==> config.mk <==
export PLATFORM = sky130hd
export DESIGN_NAME = mem_lsu
export DESIGN_NICKNAME = d
export VERILOG_FILES = /design/src/rtl/mem_lsu_pkg.sv /design/src/rtl/mem_lsu_fmt.sv /design/src/rtl/mem_lsu.sv
export SDC_FILE = /design/constraint.sdc
export NUM_CORES = 1
export LEC_CHECK = 0
export BUFFER_PORTS_ARGS = -buffer_cell sky130_fd_sc_hd__buf_4
export CAP_MARGIN = 20
export CORE_UTILIZATION = 40
export CTS_BUF_LIST = sky130_fd_sc_hd__clkbuf_16
export DETAILED_ROUTE_END_ITERATION = 10
export GPL_TIMING_DRIVEN = 0
export SKIP_CTS_REPAIR_TIMING = 1
export SLEW_MARGIN = 20
export SYNTH_ARGS = -nofsm -noshare
export SYNTH_HDL_FRONTEND = slang
export SYNTH_HIERARCHICAL = 1
export SYNTH_SLANG_ARGS = --single-unit
==> constraint.sdc <==
create_clock -name clk -period 5.9 [get_ports clk]
set_input_delay 1.18 -clock clk [delete_from_list [all_inputs] [get_ports clk]]
set_output_delay 1.18 -clock clk [all_outputs]
set_load 0.005 [all_outputs]
==> src/rtl/mem_lsu_pkg.sv <==
// Shared types and constants for the MEM-stage load/store unit (mem_lsu).
// The optional bounds check in mem_lsu is enabled by defining LSU_BOUNDS_CHECK_EN.
package lsu_pkg;

  typedef enum logic [1:0] {
    IDLE   = 2'd0,
    ACCESS = 2'd1,
    WRITE  = 2'd2,
    RESP   = 2'd3
  } lsu_state_t;

  localparam logic [2:0] F3_B  = 3'b000;
  localparam logic [2:0] F3_H  = 3'b001;
  localparam logic [2:0] F3_W  = 3'b010;
  localparam logic [2:0] F3_BU = 3'b100;
  localparam logic [2:0] F3_HU = 3'b101;

  // Unsupported funct3 for the direction, or an address not aligned to the access size.
  function automatic logic req_illegal(input logic we, input logic [2:0] f3, input logic [1:0] off);
    logic bad_f3;
    logic misaligned;
    if (we) bad_f3 = !(f3 == F3_B || f3 == F3_H || f3 == F3_W);
    else    bad_f3 = !(f3 == F3_B || f3 == F3_H || f3 == F3_W || f3 == F3_BU || f3 == F3_HU);
    misaligned = ((f3[1:0] == 2'b01) && off[0]) || ((f3[1:0] == 2'b10) && (off != 2'b00));
    return bad_f3 || misaligned;
  endfunction

endpackage

==> src/rtl/mem_lsu_fmt.sv <==
// Combinational data formatting for mem_lsu: load lane extraction/extension and
// sub-word store merging into the previously read memory word.
module lsu_fmt
  import lsu_pkg::*;
(
  input  logic [31:0] rd_word,
  input  logic [31:0] old_word,
  input  logic [31:0] wdata,
  input  logic [1:0]  offset,
  input  logic [2:0]  funct3,
  output logic [31:0] load_val,
  output logic [31:0] merge_val
);

  function automatic logic [31:0] load_extract(input logic [31:0] word, input logic [1:0] off,
                                               input logic [2:0] f3);
    logic [31:0] shifted;
    logic [7:0]  b;
    logic [15:0] h;
    shifted = word >> {off, 3'b000};
    b = shifted[7:0];
    h = off[1] ? word[31:16] : word[15:0];
    case (f3)
      F3_B:    return {{24{b[7]}}, b};
      F3_BU:   return {24'd0, b};
      F3_H:    return {{16{h[15]}}, h};
      F3_HU:   return {16'd0, h};
      F3_W:    return word;
      default: return 32'd0;
    endcase
  endfunction

  // Word stores pass wdata through, so the same merge also feeds the SW write.
  function automatic logic [31:0] store_merge(input logic [31:0] old, input logic [31:0] wd,
                                              input logic [1:0] off, input logic [2:0] f3);
    logic [31:0] r;
    r = old;
    case (f3)
      F3_B: begin
        case (off)
          2'd0:    r[7:0]   = wd[7:0];
          2'd1:    r[15:8]  = wd[7:0];
          2'd2:    r[23:16] = wd[7:0];
          default: r[31:24] = wd[7:0];
        endcase
      end
      F3_H: begin
        if (off[1]) r[31:16] = wd[15:0];
        else        r[15:0]  = wd[15:0];
      end
      default: r = wd;
    endcase
    return r;
  endfunction

  assign load_val  = load_extract(rd_word, offset, funct3);
  assign merge_val = store_merge(old_word, wdata, offset, funct3);

endmodule

==> src/rtl/mem_lsu.sv <==
// MEM-stage load/store initiator driving a word-wide memory with asynchronous read.
// Sub-word stores are done as read (ACCESS) then merged write (WRITE).
// Optional: define LSU_BOUNDS_CHECK_EN to reject addresses beyond DEPTH_WORDS.
module mem_lsu
  import lsu_pkg::*;
#(
  parameter int DEPTH_WORDS = 64
) (
  input  logic        clk,
  input  logic        rst_n,
  input  logic        req_valid,
  output logic        req_ready,
  input  logic        req_we,
  input  logic [2:0]  req_funct3,
  input  logic [31:0] req_addr,
  input  logic [31:0] req_wdata,
  output logic        resp_valid,
  output logic [31:0] resp_rdata,
  output logic        resp_err,
  output logic        stall,
  output logic        dm_we,
  output logic [31:0] dm_A,
  output logic [31:0] dm_WD,
  input  logic [31:0] dm_RD
);

`ifdef LSU_BOUNDS_CHECK_EN
  localparam logic BOUNDS_EN = 1'b1;
`else
  localparam logic BOUNDS_EN = 1'b0;
`endif

  lsu_state_t  state_q;
  logic [31:0] addr_q, wdata_q, old_q, rdata_q;
  logic [2:0]  funct3_q;
  logic        we_q, err_q;
  logic        out_of_range, reject;
  logic [31:0] load_val, merge_val;

  assign out_of_range = BOUNDS_EN && ({2'b00, req_addr[31:2]} >= $unsigned(DEPTH_WORDS));
  assign reject       = req_illegal(req_we, req_funct3, req_addr[1:0]) || out_of_range;

  lsu_fmt u_fmt (
    .rd_word  (dm_RD),
    .old_word (old_q),
    .wdata    (wdata_q),
    .offset   (addr_q[1:0]),
    .funct3   (funct3_q),
    .load_val (load_val),
    .merge_val(merge_val)
  );

  assign req_ready  = (state_q == IDLE);
  assign stall      = ~req_ready;
  assign resp_valid = (state_q == RESP);
  assign resp_rdata = rdata_q;
  assign resp_err   = err_q;
  assign dm_A       = {addr_q[31:2], 2'b00};
  // Writes only in ACCESS for SW or in WRITE for the merged SB/SH word.
  assign dm_we      = ((state_q == ACCESS) && we_q && (funct3_q == F3_W)) || (state_q == WRITE);
  assign dm_WD      = dm_we ? merge_val : 32'd0;

  // Request capture, FSM sequencing and response registers.
  always_ff @(posedge clk or negedge rst_n) begin
    if (!rst_n) begin
      state_q  <= IDLE;
      addr_q   <= '0;
      funct3_q <= '0;
      we_q     <= 1'b0;
      wdata_q  <= '0;
      old_q    <= '0;
      rdata_q  <= '0;
      err_q    <= 1'b0;
    end else begin
      case (state_q)
        IDLE: begin
          if (req_valid) begin
            addr_q   <= req_addr;
            funct3_q <= req_funct3;
            we_q     <= req_we;
            wdata_q  <= req_wdata;
            if (reject) begin
              rdata_q <= '0;
              err_q   <= 1'b1;
              state_q <= RESP;
            end else begin
              state_q <= ACCESS;
            end
          end
        end
        ACCESS: begin
          if (!we_q) begin
            rdata_q <= load_val;
            err_q   <= 1'b0;
            state_q <= RESP;
          end else if (funct3_q == F3_W) begin
            rdata_q <= '0;
            err_q   <= 1'b0;
            state_q <= RESP;
          end else begin
            old_q   <= dm_RD;
            state_q <= WRITE;
          end
        end
        WRITE: begin
          rdata_q <= '0;
          err_q   <= 1'b0;
          state_q <= RESP;
        end
        default: state_q <= IDLE;
      endcase
    end
  end

endmodule
* Word level (Yosys, flattened, before mapping) *
Cells that the tools add are included.

cells by class
  reductions and logical operators = 23
  bitwise logic cells = 2
  eq/ne operators = 18
  shift operators = 1
  mux-type cells = 26

operators by type and width
  kind                  number
  $mux W32              5
  $pmux W32 S5          1
  $pmux W32 S3          1
  $pmux W32 S2          1
  $mux W16              3
  $mux W8               4
  $shr A32 B5 Y8        1
  $eq A3 B3 Y1 const B  4
  $eq A2 B2 Y1 const B  4
  $logic_or A1 B1 Y1    7
  $mux W1               7
  $eq A2 B1 Y1 const B  3
  $eq A3 B1 Y1 const B  2
  $eq A3 B2 Y1 const B  2
  $logic_not A3 Y1      2
  $pmux W2 S3           1
  $logic_and A1 B1 Y1   4
  $logic_not A2 Y1      2
  $mux W2               2
  $reduce_and A4 Y1     1
  $ne A3 B2 Y1 const B  1
  $pmux W1 S3           1
  $reduce_and A3 Y1     1
  $reduce_bool A3 Y1    1
  7 further kinds       9

storage, ports and cells
  output and inout bits = 101
  input bits = 103
  word-level logic and storage cells = 78
  register bits = 135

* Longest topological paths before layout *
  word-level depth = 11
  mapped depth = 9
  mapped depth without buffers = 6

* Modules after synthesis *
The synthesis kept the hierarchy.

by module, submodules not included
  module   instances  cells each  sequential area each (sq um)  area each (sq um)
  mem_lsu  1          446         3,378.2                       5,889.4
  lsu_fmt  1          209         0.0                           1,445.1

* Worst setup path before layout *
Ideal clock, no wire load.

  path type = register -> output
  start = register addr_q[1]
  end = output dm_WD[3]
  buffers on the path = 2
  required time = 4.720 ns
  data arrival time = 1.561 ns
  cell stages (with the launch flop) = 6
  setup slack = 3.159 ns
  cells stage by stage = dfrtp_1 -> buf_2 -> buf_2 -> o21ai_2 -> mux2_2 -> and2b_1

on the way
  word-level cells in the longest chain between the ends = 4
  elaborated cells on any way between the ends = 5
  classes of those cells = 4 x mux; 1 x reduce/logical

RTL lines
  item                      RTL line           source
  start: declaration        mem_lsu.sv:34      logic [31:0] addr_q, wdata_q, old_q, rdata_q;
  start signal: assignment  mem_lsu.sv:78      addr_q <= req_addr;
  $logic_not A2 Y1          mem_lsu_fmt.sv:40  case (off)
  $mux W8                   mem_lsu_fmt.sv:40
  $pmux W32 S2 *            mem_lsu_fmt.sv:38  case (f3)
  via merge_val[3]          mem_lsu.sv:38      logic [31:0] load_val, merge_val;
  $mux W32 *                mem_lsu.sv:61      assign dm_WD = dm_we ? merge_val : 32'd0;
  end: declaration          mem_lsu.sv:23      output logic [31:0] dm_WD,

The timed path passes the listed nets; every way through them passes the cells marked *.

* Worst setup path in the final report *
  start = register state_q[1]
  end = output dm_WD[22]

on the way
  word-level cells in the longest chain between the ends = 5
  elaborated cells on any way between the ends = 6
  classes of those cells = 2 x eq/ne; 1 x mux; 3 x reduce/logical

RTL lines
  item                               RTL line       source
  start: declaration                 mem_lsu.sv:33  lsu_state_t state_q;
  start signal: assignment           mem_lsu.sv:66  state_q <= IDLE;
  start signal: assignment           mem_lsu.sv:85  state_q <= RESP;
  start signal: assignment           mem_lsu.sv:87  state_q <= ACCESS;
  $eq A2 B1 Y1                       mem_lsu.sv:60  assign dm_we = ((state_q == ACCESS) && we_q && (funct3_q == F3_W)) || (state_q == WRITE);
  $logic_and A1 B1 Y1 (2 in series)  mem_lsu.sv:60
  $logic_or A1 B1 Y1 *               mem_lsu.sv:60
  $mux W32 *                         mem_lsu.sv:61

Every way passes the cells marked *; elsewhere a longest branch is shown, timed or not.

==> summary by stage <==
Status
The flow ran to the end, and the final reports show no timing, DRC or antenna violations.

Clocking
After clock tree synthesis, the clock-pin slew on the worst setup and hold paths is around 0.06 ns. The maximum level of the CTS H-tree is 4. TritonCTS built the clock tree. TritonCTS created 17 clock buffers. The sink count of the clock tree is 135.

The tree is rooted in a clkbuf_16. The maximum buffer depth of the clock tree is 2. The later pin in the worst-skew pair is clocked with a latency of roughly 0.42 ns.

Floorplan
The core area is between 15000 and 20000 um2. The floorplan step defined a die boundary enclosing 18900 um2. The effective utilization at floorplan is roughly 41%. From left edge to right edge, the die measures 137 um. For this design the top-level I/O count stands at between 200 and 250. The height of the die is 137 um. The standard-cell row count is between 40 and 50.

GRT
Global routing used 23.2% of the available tracks. The residual overflow from global routing is 0. The number of global-route vias before repair is 5791. The initial antenna violation count is 0.

The first global-routing pass estimated 32200 um of wire. Entering global routing, the biggest net connects 90 pins.

Detailed routing
The met3 wirelength from detailed routing is 1200 um. The via total after detailed routing is 5738. The aggregate routed wire length is 21300 um.

The number of antenna-violating nets in the routed design is 0. The vias per cell is 5.13. The DRC violation count after routing is 0. The detailed router put a total of 9470 um of wire on met1. The detailed router used layers up to and including met4.

The number of detailed-route iterations in the first pass is 7. The iteration-0 DRC count of the detailed router is about 340. The detailed-routed wire length on met2 is 10200 um. The mean routed wirelength per cell is 19.0 um.

Worst setup path
For the worst setup path, the data required time is 4.72 ns. For the worst setup path, the data arrival time is 2.64 ns. STA classifies the critical path endpoint as an output port.

STA classifies the critical path startpoint as a register. The type of the worst setup path is reg -> out. The critical-path maximum fanout is 10.

Yosys
The number of instances in the synthesized netlist is 655. The warning count from the yosys run is 6. The per-instance average area after synthesis is approximately 11 um2. The synthesized design contains 0 enable-type register cells.

After synthesis the cells add up to 7330 um2. The fraction of registers with async set/reset is 100%. The unique cell type count in the Yosys netlist is 49.

The sequential share of the synthesized area is between 40% and 50%. Among all flip-flop cells after synthesis, the most frequent one is dfrtp_1. The synthesized design contains 135 register bits.

STA
The final worst-path setup slack is around 2.1 ns. The final setup violation count is 0. Counting I/O delays and the setup requirement, the final critical path takes approximately 3.8 ns. The upper clock frequency limit is between 200 and 300 MHz. The total negative slack for setup checks is 0 ns. Dividing the final minimum period by the clock period gives roughly two thirds. Setup repair after global routing left no endpoint under its margin. The worst slew slack as a fraction of its limit is 46.6%. The hold violation count in the final report is 0. The clock arrives with 0.00552 ns of skew.

For the pin with the worst max-slew slack, the measured transition is ~0.8 ns. The number of max-slew violations in the final report is 0.

Layout
Cells with a size suffix above 1 make up 47.1% of the layout. Leaving out fill and tap cells, the most frequent cells in the layout are buf_4 (232), dfrtp_1 (135), mux2_2 (115), inv_1 (57), nand2_1 (55). The layout net count is 984.

0 antenna diodes ended up in the layout. The library cell used most frequently in the layout, excluding fill and tap cells, is buf_4. The layout filler cell count is ~1600. Compared with the post-synthesis result, the final layout area differs by 32.9%. After routing the design area is 9750 um2.

Placement
In this run the cell area measured after placement is 9170 um2. Before CTS, the worst setup slack after placement is 2.51 ns. The routability congestion estimate is 0.846. Summed over all nets, the half-perimeter wirelength after detailed placement is 16500 um. Buffers placed on the I/O ports in this run total 201.

Pwr
For this design the static power due to leakage is around 0.0047 uW. The maximum ir drop on the vdd rail is 0.000282 V. For this design the ratio of total power to cell area is roughly 570 nW/um2.

Min path
The min-delay analysis places its worst path in the category reg -> reg.

Flow run
Max-cap violations in this run came to 0.
==> registers in the layout, summed over array words and instances, names as in the netlist <==
name and count:
addr_q 32, old_q 32, resp_rdata 32, wdata_q 32, funct3_q 3, state_q 2, resp_err 1, we_q 1
==> Yosys cell counts, types with 13 or more instances <==
library cell,n,area [um2]
inv_1,57,214
nor2b_1,24,150
buf_2,19,95.1
a222oi_1,16,160
clkbuf_1,14,52.6
mux2i_1,47,470
nand2_1,55,206
mux2_2,115,1290
dfrtp_1,135,3380
nand3_1,21,105
buf_4,32,240
a221o_1,13,130
nor2_1,14,52.6
==> stage by stage <==
| stage | instances | power [uW] | hold WS [ns] | utilization [%] |
|---|---|---|---|---|
| after global placement | 1086 | 4490 | 0.487 | 50.8 |
| after floorplan | 656 | 3510 | 0.475 | - |
| after global routing | 1119 | 5960 | 0.511 | 54.3 |
| after detailed placement | 1087 | 4560 | 0.494 | 51.0 |
| final | 1119 | 5600 | 0.507 | 54.3 |
| after CTS | 1119 | 5630 | 0.506 | 54.3 |
==> routing by layer <==
metal	track usage, %	vias up
met4	6.96	0
met1	31.1	2810
li1	-	2697
met2	37.8	205
met3	4.45	26
met5	0	-
==> cell type report <==
class / instances / area [um2] / share of cell area, %
flip-flops and latches: 135 / 3380 / 34.7
multi-input cells: 392 / 3250 / 33.3
repair buffers: 202 / 1540 / 15.8
plain buffers: 72 / 497 / 5.10
clock buffers: 17 / 425 / 4.36
well taps: 229 / 287 / 2.94
inverters: 57 / 214 / 2.19
clock inverters: 15 / 154 / 1.58
==> logic make-up (layout without fill, tap and decap cells) <==
family	count (synthesis)	after routing	share of synthesized area, %
muxes	164	164	24.6
other	1	2	0.0511
adders and majority gates	4	4	0.682
buffers and inverters	129	363	9.69
and+or+nand+nor	144	144	10.2
DFF	135	135	46.1
AOI/OAI and AO/OA	78	78	8.72
==> worst max-delay path, stage by stage (launching register included) <==
cell	delay, ns
dfrtp_1	0.38
inv_1	0.10
ha_1	0.23
a31oi_1	0.67
clkbuf_1	0.46
and2b_1	0.25
buf_4	0.13
==> power by group <==
group,switching (uW),total (uW),internal (uW)
clock network,424,1050,623
logic,1270,2860,1590
registers,328,1690,1360
total,2020,5600,3570
==> final timing paths <==
check | startpoint | cells past startpoint | slack (ns) | end
hold / removal | wdata_q[21] | 1 | 0.51 | wdata_q[21]
hold reg to reg | wdata_q[21] | 1 | 0.51 | wdata_q[21]
min in group asynchronous | rst_n | 1 | 0.66 | state_q[1]
max in group asynchronous | rst_n | 2 | 4.47 | old_q[17]
setup reg to reg | state_q[0] | 6 | 3.81 | funct3_q[0]
setup / recovery | state_q[1] | 6 | 2.08 | dm_WD[22]
(Power assumes the default switching activity.)
